`src/rtl/pipeline_pkg.sv`:
```
// Shared writeback types: the queued register-write entry and the hard-wired zero register.
package pipeline_pkg;

    localparam int WB_AW = 5;
    localparam int WB_DW = 32;

    localparam logic [WB_AW-1:0] REG_ZERO = '0;

    typedef struct packed {
        logic [WB_AW-1:0] rd;
        logic [WB_DW-1:0] data;
    } wb_entry_t;

endpackage

```
`src/rtl/wbq_fifo.sv`:
```
// In-order circular buffer: up to two pushes (push0 older) and one pop per cycle, 1-cycle latency.
// No internal backpressure: the caller must never push past DEPTH. All entries are exposed oldest-first.
module wbq_fifo
    import pipeline_pkg::*;
#(
    parameter int DEPTH = 4
) (
    input  logic                     clk,
    input  logic                     rst,
    input  logic                     push0_vld,
    input  wb_entry_t                push0_dat,
    input  logic                     push1_vld,
    input  wb_entry_t                push1_dat,
    input  logic                     pop,
    output wb_entry_t                head_dat,
    output wb_entry_t                age_dat [DEPTH],
    output logic [DEPTH-1:0]         age_vld,
    output logic [$clog2(DEPTH):0]   count
);

    localparam int PW = $clog2(DEPTH);
    localparam int CW = PW + 1;

    wb_entry_t     mem_q [DEPTH];
    wb_entry_t     mem_d [DEPTH];
    logic [PW-1:0] wr_ptr_q, wr_ptr_d;
    logic [PW-1:0] rd_ptr_q, rd_ptr_d;
    logic [CW-1:0] count_q, count_d;

    // Pointers are PW bits wide, so wrap modulo DEPTH falls out of the arithmetic.
    always_comb begin
        mem_d    = mem_q;
        wr_ptr_d = wr_ptr_q;
        rd_ptr_d = rd_ptr_q;
        if (push0_vld) begin
            mem_d[wr_ptr_d] = push0_dat;
            wr_ptr_d        = wr_ptr_d + 1'b1;
        end
        if (push1_vld) begin
            mem_d[wr_ptr_d] = push1_dat;
            wr_ptr_d        = wr_ptr_d + 1'b1;
        end
        if (pop) begin
            rd_ptr_d = rd_ptr_q + 1'b1;
        end
        count_d = count_q + CW'(push0_vld) + CW'(push1_vld) - CW'(pop);
    end

    always_ff @(posedge clk or posedge rst) begin
        if (rst) begin
            wr_ptr_q <= '0;
            rd_ptr_q <= '0;
            count_q  <= '0;
            for (int i = 0; i < DEPTH; i++) begin
                mem_q[i] <= '0;
            end
        end else begin
            wr_ptr_q <= wr_ptr_d;
            rd_ptr_q <= rd_ptr_d;
            count_q  <= count_d;
            mem_q    <= mem_d;
        end
    end

    always_comb begin
        for (int k = 0; k < DEPTH; k++) begin
            age_dat[k] = mem_q[rd_ptr_q + PW'(k)];
            age_vld[k] = (CW'(k) < count_q);
        end
    end

    assign head_dat = mem_q[rd_ptr_q];
    assign count    = count_q;

endmodule

```
`src/rtl/writeback_queue.sv`:
```
// Register-bank writer: ALU/load results queue in order, one bank write per cycle, 1-cycle min latency;
// readiness from registered occupancy (load owns the last slot); WBQ_STATS_EN adds stall/high-water stats.
module writeback_queue
    import pipeline_pkg::*;
#(
    parameter int DEPTH = 4,
    parameter int AW    = WB_AW,
    parameter int DW    = WB_DW
) (
    input  logic          clk,
    input  logic          rst,
    input  logic          alu_valid,
    output logic          alu_ready,
    input  logic [AW-1:0] alu_rd,
    input  logic [DW-1:0] alu_data,
    input  logic          ld_valid,
    output logic          ld_ready,
    input  logic [AW-1:0] ld_rd,
    input  logic [DW-1:0] ld_data,
    output logic [AW-1:0] write_register,
    output logic [DW-1:0] write_data,
    output logic          Reg_write,
    input  logic [AW-1:0] fwd_addr1,
    input  logic [AW-1:0] fwd_addr2,
    output logic          fwd_hit1,
    output logic          fwd_hit2,
    output logic [DW-1:0] fwd_data1,
    output logic [DW-1:0] fwd_data2
`ifdef WBQ_STATS_EN
    ,
    output logic [15:0]             stall_cnt,
    output logic [$clog2(DEPTH):0]  max_occ
`endif
);

    localparam int CW = $clog2(DEPTH) + 1;

    logic [CW-1:0]    count;
    logic [CW-1:0]    free;
    logic             ld_push, alu_push, pop;
    wb_entry_t        ld_ent, alu_ent, head_dat;
    wb_entry_t        age_dat [DEPTH];
    logic [DEPTH-1:0] age_vld;

    logic             reg_write_q, reg_write_d;
    logic [AW-1:0]    write_register_q, write_register_d;
    logic [DW-1:0]    write_data_q, write_data_d;

    assign free = CW'(DEPTH) - count;

    always_comb begin
        ld_ready  = (free >= CW'(1));
        alu_ready = (free >= CW'(2)) || ((free == CW'(1)) && !ld_valid);
    end

    // r0 handshakes complete normally but never occupy a slot.
    assign ld_push  = ld_valid  && ld_ready  && (ld_rd  != REG_ZERO);
    assign alu_push = alu_valid && alu_ready && (alu_rd != REG_ZERO);
    assign pop      = (count != '0);
    assign ld_ent   = '{rd: ld_rd,  data: ld_data};
    assign alu_ent  = '{rd: alu_rd, data: alu_data};

    wbq_fifo #(.DEPTH(DEPTH)) u_fifo (
        .clk       (clk),
        .rst       (rst),
        .push0_vld (ld_push),
        .push0_dat (ld_ent),
        .push1_vld (alu_push),
        .push1_dat (alu_ent),
        .pop       (pop),
        .head_dat  (head_dat),
        .age_dat   (age_dat),
        .age_vld   (age_vld),
        .count     (count)
    );

    always_comb begin
        reg_write_d      = pop;
        write_register_d = write_register_q;
        write_data_d     = write_data_q;
        if (pop) begin
            write_register_d = head_dat.rd;
            write_data_d     = head_dat.data;
        end
    end

    always_ff @(posedge clk or posedge rst) begin
        if (rst) begin
            reg_write_q      <= 1'b0;
            write_register_q <= '0;
            write_data_q     <= '0;
        end else begin
            reg_write_q      <= reg_write_d;
            write_register_q <= write_register_d;
            write_data_q     <= write_data_d;
        end
    end

    assign Reg_write      = reg_write_q;
    assign write_register = write_register_q;
    assign write_data     = write_data_q;

    // Scan oldest to youngest so the last match (closest to the tail) wins.
    always_comb begin
        fwd_hit1  = 1'b0;
        fwd_data1 = '0;
        fwd_hit2  = 1'b0;
        fwd_data2 = '0;
        if (reg_write_q && (write_register_q == fwd_addr1)) begin
            fwd_hit1  = 1'b1;
            fwd_data1 = write_data_q;
        end
        if (reg_write_q && (write_register_q == fwd_addr2)) begin
            fwd_hit2  = 1'b1;
            fwd_data2 = write_data_q;
        end
        for (int k = 0; k < DEPTH; k++) begin
            if (age_vld[k] && (age_dat[k].rd == fwd_addr1)) begin
                fwd_hit1  = 1'b1;
                fwd_data1 = age_dat[k].data;
            end
            if (age_vld[k] && (age_dat[k].rd == fwd_addr2)) begin
                fwd_hit2  = 1'b1;
                fwd_data2 = age_dat[k].data;
            end
        end
        if (fwd_addr1 == REG_ZERO) begin
            fwd_hit1  = 1'b0;
            fwd_data1 = '0;
        end
        if (fwd_addr2 == REG_ZERO) begin
            fwd_hit2  = 1'b0;
            fwd_data2 = '0;
        end
    end

`ifdef WBQ_STATS_EN
    logic [15:0]   stall_cnt_q, stall_cnt_d;
    logic [CW-1:0] max_occ_q, max_occ_d;

    always_comb begin
        stall_cnt_d = stall_cnt_q;
        if (((alu_valid && !alu_ready) || (ld_valid && !ld_ready)) && (stall_cnt_q != 16'hFFFF)) begin
            stall_cnt_d = stall_cnt_q + 16'd1;
        end
        max_occ_d = (count > max_occ_q) ? count : max_occ_q;
    end

    always_ff @(posedge clk or posedge rst) begin
        if (rst) begin
            stall_cnt_q <= '0;
            max_occ_q   <= '0;
        end else begin
            stall_cnt_q <= stall_cnt_d;
            max_occ_q   <= max_occ_d;
        end
    end

    assign stall_cnt = stall_cnt_q;
    assign max_occ   = max_occ_q;
`endif

endmodule

```
`config.mk`:
```
export PLATFORM = sky130hd
export DESIGN_NAME = writeback_queue
export DESIGN_NICKNAME = d
export VERILOG_FILES = /design/src/rtl/pipeline_pkg.sv /design/src/rtl/wbq_fifo.sv /design/src/rtl/writeback_queue.sv
export SDC_FILE = /design/constraint.sdc
export NUM_CORES = 1
export LEC_CHECK = 0
export ABC_AREA = 1
export BUFFER_PORTS_ARGS = -buffer_cell sky130_fd_sc_hd__buf_2
export CAP_MARGIN = 20
export CELL_PAD_IN_SITES_DETAIL_PLACEMENT = 0
export CELL_PAD_IN_SITES_GLOBAL_PLACEMENT = 1
export CORE_ASPECT_RATIO = 1.25
export CORE_UTILIZATION = 42
export CTS_CLUSTER_SIZE = 10
export DETAILED_ROUTE_END_ITERATION = 8
export PLACE_DENSITY_LB_ADDON = 0.1
export SLEW_MARGIN = 25
export SYNTH_ARGS = -nofsm -noshare
export SYNTH_HDL_FRONTEND = slang
export SYNTH_SLANG_ARGS = --single-unit
export TNS_END_PERCENT = 10
```
`constraint.sdc`:
```
create_clock -name clk -period 7.4 [get_ports clk]
set_input_delay 1.48 -clock clk [delete_from_list [all_inputs] [get_ports clk]]
set_output_delay 1.48 -clock clk [all_outputs]
set_load 0.005 [all_outputs]
```
Word-level counts from Yosys, hierarchy flattened
Cells that the tools add are included.
{"block": "op_classes", "muxes": 46, "reduce_logical": 24, "bitwise": 6, "n_addsub": 9, "n_lt_le_gt_ge": 14, "n_eq_ne": 11}
{"cell": "2-to-1 mux 32 bit", "count": 12}
{"cell": "2-to-1 mux 37 bit", "count": 10}
{"cell": "binary-select mux 37 bit (select 2 bit)", "count": 4}
{"cell": "bitwise mux 148 bit", "count": 2}
{"cell": "2-to-1 mux 148 bit", "count": 2}
{"cell": "demux 37 bit (select 2 bit)", "count": 2}
{"cell": "== test 5 bit", "count": 10}
{"cell": ">= comparator 3 bit, second input constant", "count": 6}
{"cell": "inverter 2 -> 3 bit", "count": 6}
{"cell": "logical AND 1 bit", "count": 17}
{"cell": "2-to-1 mux 1 bit", "count": 12}
{"cell": "zero test 5 bit", "count": 2}
{"cell": "nonzero test 5 bit", "count": 2}
{"cell": "adder 2 x 1 -> 2 bit, second input constant", "count": 3}
{"cell": "adder 3 x 1 -> 3 bit", "count": 2}
{"cell": "< comparator 1 x 3 -> 1 bit, first input constant", "count": 2}
{"cell": "< comparator 2 x 3 -> 1 bit, first input constant", "count": 2}
{"cell": "< comparator 3 x 1 -> 1 bit, second input constant", "count": 2}
{"cell": "adder 2 bit, second input constant", "count": 2}
{"cell": "2-to-1 mux 2 bit", "count": 2}
{"cell": "== test 3 x 1 -> 1 bit, second input constant", "count": 1}
{"cell": ">= comparator 3 x 1 -> 1 bit, second input constant", "count": 1}
{"cell": ">= comparator 3 x 2 -> 1 bit, second input constant", "count": 1}
{"cell": "nonzero test 3 bit", "count": 1}
{"cell": "other kinds (4)", "count": 4}
{"block": "totals", "wordCells": 124, "output_inout_bits": 106, "inputBits": 88, "ff_bits": 193}

Logic depth before layout (Yosys ltp)
Gate-level depths: netlist of the first run.
{"block": "depth", "ltp_word": 12, "mapped_depth": 18}

Hierarchy
Synthesis of the first run repeated with hierarchy kept, for this count alone.
{"block": "hier_totals", "cells_unflattened": 2921, "area_unflattened_um2": 18126.1}
{"mod": "wbq_fifo", "area_per_inst_um2": 11748.8, "cells_each": 1751, "seq_area_each_um2": 3878.7, "instances": 1}
{"mod": "writeback_queue", "area_per_inst_um2": 6377.4, "cells_each": 1170, "seq_area_each_um2": 950.9, "instances": 1}

Least setup slack after synthesis of the first run
No wires, ideal clock.
{"block": "synth_path", "path_type": "input-to-output", "from": "in fwd_addr1[4]", "to": "out fwd_data1[0]", "path_stages": 10, "t_required_ps": 5920, "slack_ps": 3071, "arrival_ps": 2849, "path_cell_list": "clkbuf_1 -> o22ai_1 -> nor2_1 -> and3_1 -> clkbuf_1 -> buf_1 -> nand3_1 -> nand3_1 -> nand2_1 -> a21oi_1"}
{"block": "synth_between", "elab_chain_len": 8}
{"element": "from (decl)", "line": "writeback_queue.sv:23", "text": "input logic [AW-1:0] fwd_addr1,"}
{"element": "== test 5 bit", "line": "writeback_queue.sv:109", "text": "if (reg_write_q && (write_register_q == fwd_addr1)) begin"}
{"element": "logical AND 1 bit", "line": "writeback_queue.sv:109"}
{"element": "2-to-1 mux 32 bit", "line": "writeback_queue.sv:109"}
{"element": "2-to-1 mux 32 bit (4 in a row)", "line": "writeback_queue.sv:118", "text": "if (age_vld[k] && (age_dat[k].rd == fwd_addr1)) begin"}
{"element": "2-to-1 mux 32 bit *", "line": "writeback_queue.sv:127", "text": "if (fwd_addr1 == REG_ZERO) begin"}
{"element": "to (decl)", "line": "writeback_queue.sv:27", "text": "output logic [DW-1:0] fwd_data1,"}
Mark *: on every way between the ends. The rest lies on a longest branch, timed or not.

Worst setup path in the final report of the first run
{"block": "layout_path", "from": "reg u_fifo.rd_ptr_q[0]", "to": "out fwd_data2[28]"}
{"block": "layout_between", "elab_chain_len": 11}
{"element": "from (decl)", "line": "wbq_fifo.sv:27", "text": "logic [PW-1:0] rd_ptr_q, rd_ptr_d;"}
{"element": "from (signal assigned)", "line": "wbq_fifo.sv:59", "text": "rd_ptr_q <= rd_ptr_d;"}
{"element": "adder 2 x 1 -> 2 bit / inverter 2 -> 3 bit (equally long branches)", "line": "wbq_fifo.sv:67", "text": "age_dat[k] = mem_q[rd_ptr_q + PW'(k)];"}
{"element": "inverter 2 -> 3 bit (implied by the code) / binary-select mux 37 bit (select 2 bit) (equally long branches)", "line": "wbq_fifo.sv:67"}
{"element": "binary-select mux 37 bit (select 2 bit) / 2-to-1 mux 37 bit (equally long branches)", "line": "wbq_fifo.sv:67"}
{"element": "2-to-1 mux 37 bit (implied by the code)", "line": "wbq_fifo.sv:67"}
{"element": "2-to-1 mux 37 bit (implied by the code) / == test 5 bit (equally long branches)", "line": "wbq_fifo.sv:67, writeback_queue.sv:122"}
{"element": "== test 5 bit / logical AND 1 bit (equally long branches)", "line": "writeback_queue.sv:122", "text": "if (age_vld[k] && (age_dat[k].rd == fwd_addr2)) begin"}
{"element": "logical AND 1 bit / 2-to-1 mux 32 bit (equally long branches)", "line": "writeback_queue.sv:122"}
{"element": "2-to-1 mux 32 bit (2 in a row)", "line": "writeback_queue.sv:122"}
{"element": "2-to-1 mux 32 bit *", "line": "writeback_queue.sv:122"}
{"element": "2-to-1 mux 32 bit *", "line": "writeback_queue.sv:131", "text": "if (fwd_addr2 == REG_ZERO) begin"}
{"element": "to (decl)", "line": "writeback_queue.sv:28", "text": "output logic [DW-1:0] fwd_data2"}
Mark *: on every way between the ends. The rest lies on a longest branch, timed or not. The select of a mux whose other input is x is not followed.

==> results.toml, run 1 <==
[outcome]
status = "complete, no violations"

[yosys]
ys_top_cells_by_area = "sky130_fd_sc_hd__dfrtp_1 (28%), sky130_fd_sc_hd__nand2_1 (17%), sky130_fd_sc_hd__o21ai_0 (11%)"
synth-warning-count = 0
register_bit_total_from_synthesis = 193
synth_ff_type = "sky130_fd_sc_hd__dfrtp_1"
cell_accounting_for_the_most_synthesized_area = "sky130_fd_sc_hd__dfrtp_1"
synthMostInstantiatedCell = "sky130_fd_sc_hd__nand2_1"
async_flop_share = 1.00
synth.lib_cells_used.distinct = 39
netlist_top_cells_count = "sky130_fd_sc_hd__nand2_1 (765), sky130_fd_sc_hd__inv_1 (422), sky130_fd_sc_hd__o21ai_0 (367)"
mappedNetlistNets = 3002
synth.cell_area_um2 = 17400
netlist.area_leader.share = 0.278
seq_area_frac_synth = 0.278
synth.avg_cell_area_um2 = 6.01
synth_instances = 2897
synth-edff-count = 0

[worst_hold_path]
hold_path.startpoint = "write_register[4]"
min_path_type = "reg -> reg"
worst_hold_path.endpoint = "write_register[4]"
min_delay_path_depth = 2

[routing]
drt_wl_total_mm = 66.4
firstDrtPassIters = 8
detail_route.iter0.violations = 1422
vias = 19340
detail_route.vias_per_cell = 5.52
drtAntennaViolNets = 0
drt-wirelength-per-cell_um = 19.0
detail_route.drc_violations = 0

[clocking]
postCtsHoldBufs = 0
post_cts_buffers = 0
numClockSinks = 193
tritoncts = "yes"
cts_repair_resize_count = 0
cts.reportedPaths.clkPinSlew_ns = 0.08
clk-insertion-delay-late_ns = 0.48
clock_path_buffers = 2
cts_root_buf = "sky130_fd_sc_hd__clkbuf_16"
numCtsBuffers = 17
ctsHtreeMaxLevel = 4

[worst_setup_path]
critical_path_s_most_frequent_cell = "sky130_fd_sc_hd__nand2_1"
critical_path.endpoint_type = "output port"
timing.critical_path.cells = "inv_6, nand2_1, nand3_1, nand3_1, nand2_1, nor2_2, nand3_2, nand2_1, nand2_1, nand2_1, nand3_1, a21oi_1, buf_2"
critPathLaunch = "u_fifo.rd_ptr_q[0]"
reg2reg_from = "u_fifo.count[0]"
crit_slowest_cell = "sky130_fd_sc_hd__dfrtp_4"
critical_path_required_ns = 5.92
reg2reg_slack_ns = 3.18
critical_path_peak_fanout = 96
worst_setup_path_start_kind = "flip-flop"
crit_arrival_ns = 4.70
reg2reg_to = "u_fifo.mem_q[118]"
longest_individual_stage_delay_on_the_worst_path_ns = 1.06
ff2ff_path_depth = 15
worstSetupPathType = "reg -> out"

[die]
die_width_um = 184
fp.dieArea_um2 = 42300
pin_count = 194
placement_rows = 83
dieHeight_um = 230
floorplan.initialDensity = 0.425
core_area_um2 = 40900

[timing]
finalCriticalPeriod_ns = 6.18
tightestPinTransition_ns = 1.10
skew_ns = 0.00937
setup_repair_after_global_routing_missed_its_margin = "false"
slew_limit_fails = 0
setup_viol_count_final = 0
finalHoldViolCount = 0
relSlewSlack = 0.269
post-route-period-util = 0.835
timing.fmax_mhz = 162
final_sum_of_negative_setup_slack_ns = 0

[grt]
pin_count_of_the_biggest_net_entering_global_routing = 97
overflow = 0
grt_first_pass_wirelength_mm = 101
global_route.usage.total = 0.313
grt_pass1_vias = 18058
antenna_found_initial = 5

[run]
drv_cap = 0

[power]
worst_ir_drop_vdd_mv = 0.300
total_leakage_power_nw = 9.79
cellPowerDensity_nw_per_um2 = 536
total_power_w = 0.0102

[layout]
final_core_util = 0.463
proportion_of_layout_cells_with_a_drive_suffix_above_1 = 0.103
area_growth_pct = 8.89
layout.filler_cells = 4444
fin_nets = 3036

[placement]
port_buffers = 193
hpwl_mm = 43.2
gp_congestion = 0.923
-- how the worst max path moves through the flow --
stage,endpoint,slack [ns],cells past startpoint
final,fwd_data2[28],1.22,13
after global routing,fwd_data2[30],0.89,13
after CTS,fwd_data2[12],1.25,13
after detailed placement,fwd_data2[28],1.44,12
after global placement,fwd_data2[30],1.52,12
after floorplan,Reg_write,0.66,1
-- routing by layer --
metal / up-vias / routed length, um / GRT usage
li1: 9393 / - / -
met3: 143 / 4110 / 0.0410
met1: 9063 / 27100 / 0.389
met2: 739 / 32500 / 0.534
met5: - / 12 / 0
met4: 2 / 2630 / 0.146
-- worst max-delay path, delay by kind of cell (launching register included) --
family / cells / cell delay [ns]
AOI/OAI and AO/OA: 1 / 0.16
buffers and inverters: 2 / 0.31
and+or+nand+nor: 10 / 2.67
DFF: 1 / 1.06
-- power by group --
group	total (W)	switching [W]	leakage, nW	internal (W)
registers	0.00211	0.000464	2.24	0.00165
clock network	0.000973	0.000516	0.278	0.000458
logic	0.00708	0.00485	7.27	0.00222
-- layout make-up --
cell class	count	area, um2	share of cell area
timing repair buffer	226	1230	0.0647
antenna	5	12.5	0.000660
sequential	193	4840	0.255
clock inverter	14	143	0.00753
multi-input combinational	2065	9980	0.527
tap	552	691	0.0364
inverter	428	1620	0.0854
clock buffer	18	439	0.0232
-- flip-flops by register name, indices dropped and copies added (netlist names) --
name and flops:
Reg_write 1, write_data 32, u_fifo.rd_ptr_q 2, u_fifo.count 3
u_fifo.wr_ptr_q 2, write_register 5, u_fifo.mem_q 148
-- metrics by stage --
stage	instance area [um2]	setup slack (ns)	hold slack [ns]	cells
CTS	18900	1.25	0.549	3495
global placement	18300	1.52	0.526	3463
finish	18900	1.22	0.545	3501
global route	18900	0.886	0.587	3498
detailed placement	18300	1.44	0.531	3463
floorplan	17400	0.664	0.510	2897
-- layout by cell type (no fill, tap or decap), types with 17 or more instances in the layout --
| cell | count |
|---|---|
| sky130_fd_sc_hd__a21oi_1 | 70 |
| sky130_fd_sc_hd__nand3_1 | 187 |
| sky130_fd_sc_hd__buf_2 | 193 |
| sky130_fd_sc_hd__o211ai_1 | 143 |
| sky130_fd_sc_hd__buf_4 | 32 |
| sky130_fd_sc_hd__o21ai_0 | 367 |
| sky130_fd_sc_hd__clkbuf_16 | 17 |
| sky130_fd_sc_hd__nand2_1 | 761 |
| sky130_fd_sc_hd__nand4_1 | 72 |
| sky130_fd_sc_hd__or2_1 | 26 |
| sky130_fd_sc_hd__dfrtp_1 | 191 |
| sky130_fd_sc_hd__o21ai_1 | 106 |
| sky130_fd_sc_hd__inv_1 | 421 |
| sky130_fd_sc_hd__nor2_1 | 244 |
-- kinds of logic after synthesis --
group	synth area share
XOR/XNOR	0.00654
adder cells (fa/ha/maj)	0.0131
flip-flops	0.278
multiplexers	0.00115
buffers and inverters	0.153
AO/OA/AOI/OAI	0.222
AND/OR/NAND/NOR	0.326
(Power assumes the default switching activity.)
==> run 2: changes to the inputs <==
==> constraint.sdc (replaced) <==
create_clock -name clk -period 5.8 [get_ports clk]
set_input_delay 1.16 -clock clk [delete_from_list [all_inputs] [get_ports clk]]
set_output_delay 1.16 -clock clk [all_outputs]
set_load 0.005 [all_outputs]
==> run 2 against run 1 <==
- critical path depth decreased by 1
- first-iteration DRC count decreased by 7.7%
- sequential cell count unchanged
- clock power increased by 22%
- wire length decreased by 4.4%
==> results.toml, run 2 (synthesis gave the netlist of run 1 again) <==
[power]
power_report.internal_total_w = 0.00558
comb_power_share = 0.700
clockPowerShare = 0.092
cellPowerDensity_nw_per_um2 = 674
switching_share = 0.567
worst_ir_drop_vdd_mv = 0.357
total_switching_power_w = 0.00731
total_leakage_power_nw = 9.84
seqPwrFrac = 0.208
total_power_w = 0.0129

[placement]
gp_congestion = 0.882
port_buffers = 193
hpwl_mm = 43.2
placement_cell_area_um2 = 18500

[timing]
setup_viol_count_final = 0
finalHoldViolCount = 0
post-route-period-util = 0.909
timing.fmax_mhz = 190
tightestPinTransition_ns = 0.881
finalCriticalPeriod_ns = 5.27
setup_repair_after_global_routing_missed_its_margin = "false"
skew_ns = 0.0119
final_sum_of_negative_setup_slack_ns = 0
relSlewSlack = 0.413
slew_limit_fails = 0

[worst_setup_path]
critical_path.endpoint_type = "output port"
reg2reg_from = "u_fifo.count[0]"
longest_individual_stage_delay_on_the_worst_path_ns = 0.78
critical_path_peak_fanout = 78
reg2reg_to = "u_fifo.mem_q[43]"
worst_setup_path_start_kind = "flip-flop"
worstSetupPathType = "reg -> out"
critical_path_required_ns = 4.64
crit_slowest_cell = "sky130_fd_sc_hd__dfrtp_4"
ff2ff_path_depth = 16
timing.critical_path.cells = "inv_2, nand2_2, nand2_4, buf_4, buf_4, nand2_1, o21ai_1, nor2_1, nor2_1, nand2_1, a21oi_1, buf_2"
crit_arrival_ns = 4.11
reg2reg_slack_ns = 2.18

[grt]
antenna_found_initial = 10
grt_first_pass_wirelength_mm = 99.3
global_route.usage.total = 0.304
pin_count_of_the_biggest_net_entering_global_routing = 194
grt_pass1_vias = 17976
overflow = 0

[die]
placement_rows = 83
floorplan.initialDensity = 0.425
dieHeight_um = 230
core_area_um2 = 40900
die_width_um = 184
fp.dieArea_um2 = 42300
pin_count = 194

[worst_hold_path]
min_delay_path_depth = 2
worst_hold_path.endpoint = "write_register[4]"
hold_path.startpoint = "write_register[4]"
min_path_type = "reg -> reg"

[layout]
layout.filler_cells = 4467
final_std_cell_area_no_fill_um2 = 19100
largest-register = "u_fifo.mem_q"
proportion_of_layout_cells_with_a_drive_suffix_above_1 = 0.105
layout.cells.most_common = "sky130_fd_sc_hd__nand2_1"
regArea_um2 = 4840
area_growth_pct = 9.89
most-common-layout-cells = "sky130_fd_sc_hd__nand2_1 (761), sky130_fd_sc_hd__inv_1 (421), sky130_fd_sc_hd__o21ai_0 (367), sky130_fd_sc_hd__nor2_1 (244), sky130_fd_sc_hd__buf_2 (193)"
largest_reg_flops = 148
fin_nets = 3045
multi_input_area_um2 = 9990
final_core_util = 0.467

[routing]
detail_route.drc_violations = 0
detail_route.iter0.violations = 1313
drt-wirelength-per-cell_um = 18.1
vias = 19086
drtAntennaViolNets = 0
drt_wl_total_mm = 63.5
detail_route.vias_per_cell = 5.43
firstDrtPassIters = 7

[clocking]
ctsHtreeMaxLevel = 4
clk-insertion-delay-late_ns = 0.47
cts_root_buf = "sky130_fd_sc_hd__clkbuf_16"
cts.reportedPaths.clkPinSlew_ns = 0.08
numCtsBuffers = 17
tritoncts = "yes"
clock_path_buffers = 2
numClockSinks = 193
post_cts_buffers = 0
cts_repair_resize_count = 0
postCtsHoldBufs = 0

[outcome]
status = "complete, no violations"

[run]
drv_cap = 0
[run 2: power by group through the flow]
stage	Combinational [W]	Clock [W]	Sequential, W
after global placement	0.00882	0	0.00268
after detailed placement	0.00895	0	0.00270
after floorplan	0.00653	0	0.00246
final	0.00902	0.00119	0.00268
after global routing	0.0102	0.00126	0.00278
after CTS	0.00899	0.00122	0.00268
[run 2: cell type report]
type	instances	area share
Timing Repair Buffer	235	0.0739
Inverter	428	0.0845
Clock inverter	14	0.00641
Sequential cell	193	0.253
Tap cell	552	0.0361
Multi-Input combinational cell	2065	0.523
Clock buffer	18	0.0224
Antenna cell	8	0.00105
[run 2: layer usage]
metal	vias to the layer above	share of wire	global-route usage
met1	8870	0.42	0.377
met2	630	0.48	0.514
met5	-	0.00049	0
met4	4	0.042	0.148
li1	9428	-	-
met3	154	0.055	0.0415
[run 2: worst max-delay path by stage]
stage	slack [ns]	startpoint	end
after global routing	0.21	u_fifo.rd_ptr_q[1]	fwd_data1[9]
after detailed placement	1.04	u_fifo.rd_ptr_q[1]	fwd_data1[31]
after global placement	1.06	fwd_addr2[3]	fwd_data2[31]
after CTS	0.53	u_fifo.rd_ptr_q[1]	fwd_data1[31]
after floorplan	2.11	fwd_addr1[4]	fwd_data1[0]
final	0.53	u_fifo.rd_ptr_q[1]	fwd_data1[31]
[run 2: metrics by stage]
step	hold slack [ns]	cells	setup slack, ns
after floorplan	0.510	2897	2.11
after detailed placement	0.516	3472	1.04
after CTS	0.534	3504	0.531
after global placement	0.515	3472	1.06
after global routing	0.584	3510	0.210
final	0.536	3513	0.525
[run 2: critical path: cells and delay by family (launching register included)]
kind                   cells  cell delay [ns]
AO/OA/AOI/OAI              2             0.37
buffers and inverters      4             1.74
flip-flops                 1             0.78
AND/OR/NAND/NOR            6             0.65
==> run 3: changes to the inputs <==
==> constraint.sdc (replaced) <==
create_clock -name clk -period 6.05 [get_ports clk]
set_input_delay 1.21 -clock clk [delete_from_list [all_inputs] [get_ports clk]]
set_output_delay 1.21 -clock clk [all_outputs]
set_load 0.005 [all_outputs]
==> run 3 against run 2 <==
- wire length grew 3.0%
- global-route usage up 0.55 points
- register-to-register slack improved by 0.11 ns
==> results.toml, run 3 (synthesis gave the netlist of run 1 again) <==
[layout]
largest-register = "u_fifo.mem_q"
layout.filler_cells = 4493
most-common-layout-cells = "sky130_fd_sc_hd__nand2_1 (761), sky130_fd_sc_hd__inv_1 (421), sky130_fd_sc_hd__o21ai_0 (367), sky130_fd_sc_hd__nor2_1 (244), sky130_fd_sc_hd__buf_2 (193)"
layout.cells.most_common = "sky130_fd_sc_hd__nand2_1"
proportion_of_layout_cells_with_a_drive_suffix_above_1 = 0.107
area_growth_pct = 10.1
fin_nets = 3051
largest_reg_flops = 148

[clocking]
cts_root_buf = "sky130_fd_sc_hd__clkbuf_16"
post_cts_buffers = 0
cts_repair_resize_count = 0
numClockSinks = 193
clock_path_buffers = 2
clk-insertion-delay-late_ns = 0.47
tritoncts = "yes"
cts.reportedPaths.clkPinSlew_ns = 0.08
ctsHtreeMaxLevel = 4
numCtsBuffers = 17
postCtsHoldBufs = 0

[timing]
setup_viol_count_final = 0
post-route-period-util = 0.884
setup_repair_after_global_routing_missed_its_margin = "false"
timing.fmax_mhz = 187
finalHoldViolCount = 0
tightestPinTransition_ns = 1.10
slew_limit_fails = 0
final.setup.worst_slack_ns = 0.701
final_sum_of_negative_setup_slack_ns = 0
finalCriticalPeriod_ns = 5.35
skew_ns = 0.0131
relSlewSlack = 0.266

[die]
placement_rows = 83
fp.dieArea_um2 = 42300
dieHeight_um = 230
core_area_um2 = 40900
die_width_um = 184
floorplan.initialDensity = 0.425
pin_count = 194

[routing]
drt_wl_total_mm = 65.4
detail_route.iter0.violations = 1390
detail_route.vias_per_cell = 5.45
detail_route.drc_violations = 0
drtAntennaViolNets = 0
vias = 19153
firstDrtPassIters = 5
drt-wirelength-per-cell_um = 18.6

[placement]
gp_congestion = 0.885
preCtsSetupSlack_ns = 1.25
port_buffers = 193
hpwl_mm = 44.6

[grt]
grt_pass1_vias = 17619
global_route.usage.total = 0.309
grt_first_pass_wirelength_mm = 100
overflow = 0
antenna_found_initial = 5
pin_count_of_the_biggest_net_entering_global_routing = 142

[worst_setup_path]
cpLargestDelayFamily = "simple AND/OR/NAND/NOR gates"
worstSetupPathType = "reg -> out"
longest_individual_stage_delay_on_the_worst_path_ns = 0.90
critical_path_required_ns = 4.84
timing.critical_path.buf_inv = 3
crit_slowest_cell = "sky130_fd_sc_hd__dfrtp_4"
critical_path_peak_fanout = 71
critical_path.endpoint_type = "output port"
critical_path_s_most_frequent_cell = "sky130_fd_sc_hd__nor2_1"
worst_setup_path_start_kind = "flip-flop"
timing.critical_path.cells = "inv_2, nand2_2, nand2_4, o21ai_1, o22ai_1, nor2_1, nand2_1, nor2_4, buf_4, nor2_1, a21oi_1, buf_2"
crit_arrival_ns = 4.14

[run]
drv_cap = 0

[worst_hold_path]
min_path_type = "reg -> reg"

[power]
total_power_w = 0.0125
total_leakage_power_nw = 9.85
worst_ir_drop_vdd_mv = 0.306
cellPowerDensity_nw_per_um2 = 654

[outcome]
status = "complete, no violations"
-- run 3: final timing paths --
kind,slack (ns),depth (start not counted),to,from
max in group asynchronous,4.26,3,write_data[14],rst
hold reg to reg,0.56,2,write_register[4],write_register[4]
hold / removal,0.56,2,write_register[4],write_register[4]
setup reg to reg,2.29,16,u_fifo.mem_q[114],u_fifo.count[0]
min in group asynchronous,0.83,3,u_fifo.mem_q[41],rst
setup / recovery,0.70,12,fwd_data1[24],u_fifo.rd_ptr_q[1]
-- run 3: cell type report --
type,count,area (um2),area share
multi-input combinational,2065,9990,0.522
tap,552,691,0.0360
timing repair buffer,241,1410,0.0738
antenna,5,12.5,0.000653
sequential,193,4840,0.252
clock inverter,14,158,0.00823
clock buffer,18,439,0.0229
inverter,428,1620,0.0843
-- run 3: metal layers --
metal | up-vias | wire length, um | track usage
met5 | - | 27 | 0
met4 | 4 | 2570 | 0.142
met3 | 118 | 3090 | 0.0382
met2 | 580 | 32000 | 0.536
met1 | 9033 | 27700 | 0.379
li1 | 9418 | - | -
-- run 3: power breakdown --
group	switching (W)	internal, W	total (W)
logic	0.00598	0.00279	0.00877
clock network	0.000600	0.000626	0.00123
registers	0.000518	0.00201	0.00253
total	0.00710	0.00543	0.0125
-- run 3: worst reg2reg max path: stages, from the launching register on --
cell                       delay, ns
sky130_fd_sc_hd__dfrtp_1        0.41
sky130_fd_sc_hd__inv_1          0.12
sky130_fd_sc_hd__ha_1           0.21
sky130_fd_sc_hd__ha_1           0.27
sky130_fd_sc_hd__inv_1          0.04
sky130_fd_sc_hd__nor2_1         0.07
sky130_fd_sc_hd__nand3_1        0.10
sky130_fd_sc_hd__nand3_1        0.10
sky130_fd_sc_hd__buf_4          0.27
sky130_fd_sc_hd__xor2_1         0.41
sky130_fd_sc_hd__inv_1          0.13
sky130_fd_sc_hd__ha_1           0.22
sky130_fd_sc_hd__nand2_2        0.69
sky130_fd_sc_hd__buf_12         0.31
sky130_fd_sc_hd__o211ai_1       0.14
sky130_fd_sc_hd__o21ai_0        0.10
sky130_fd_sc_hd__inv_1          0.06
-- run 3: through the flow --
step | std cells | instance area [um2] | utilization | hold slack [ns]
2_1_floorplan | 2897 | 17400 | - | 0.510
3_3_place_gp | 3479 | 18600 | 0.453 | 0.525
3_5_place_dp | 3479 | 18600 | 0.453 | 0.538
4_1_cts | 3511 | 19100 | 0.468 | 0.555
5_1_grt | 3512 | 19200 | 0.468 | 0.607
6_report | 3516 | 19200 | 0.468 | 0.559
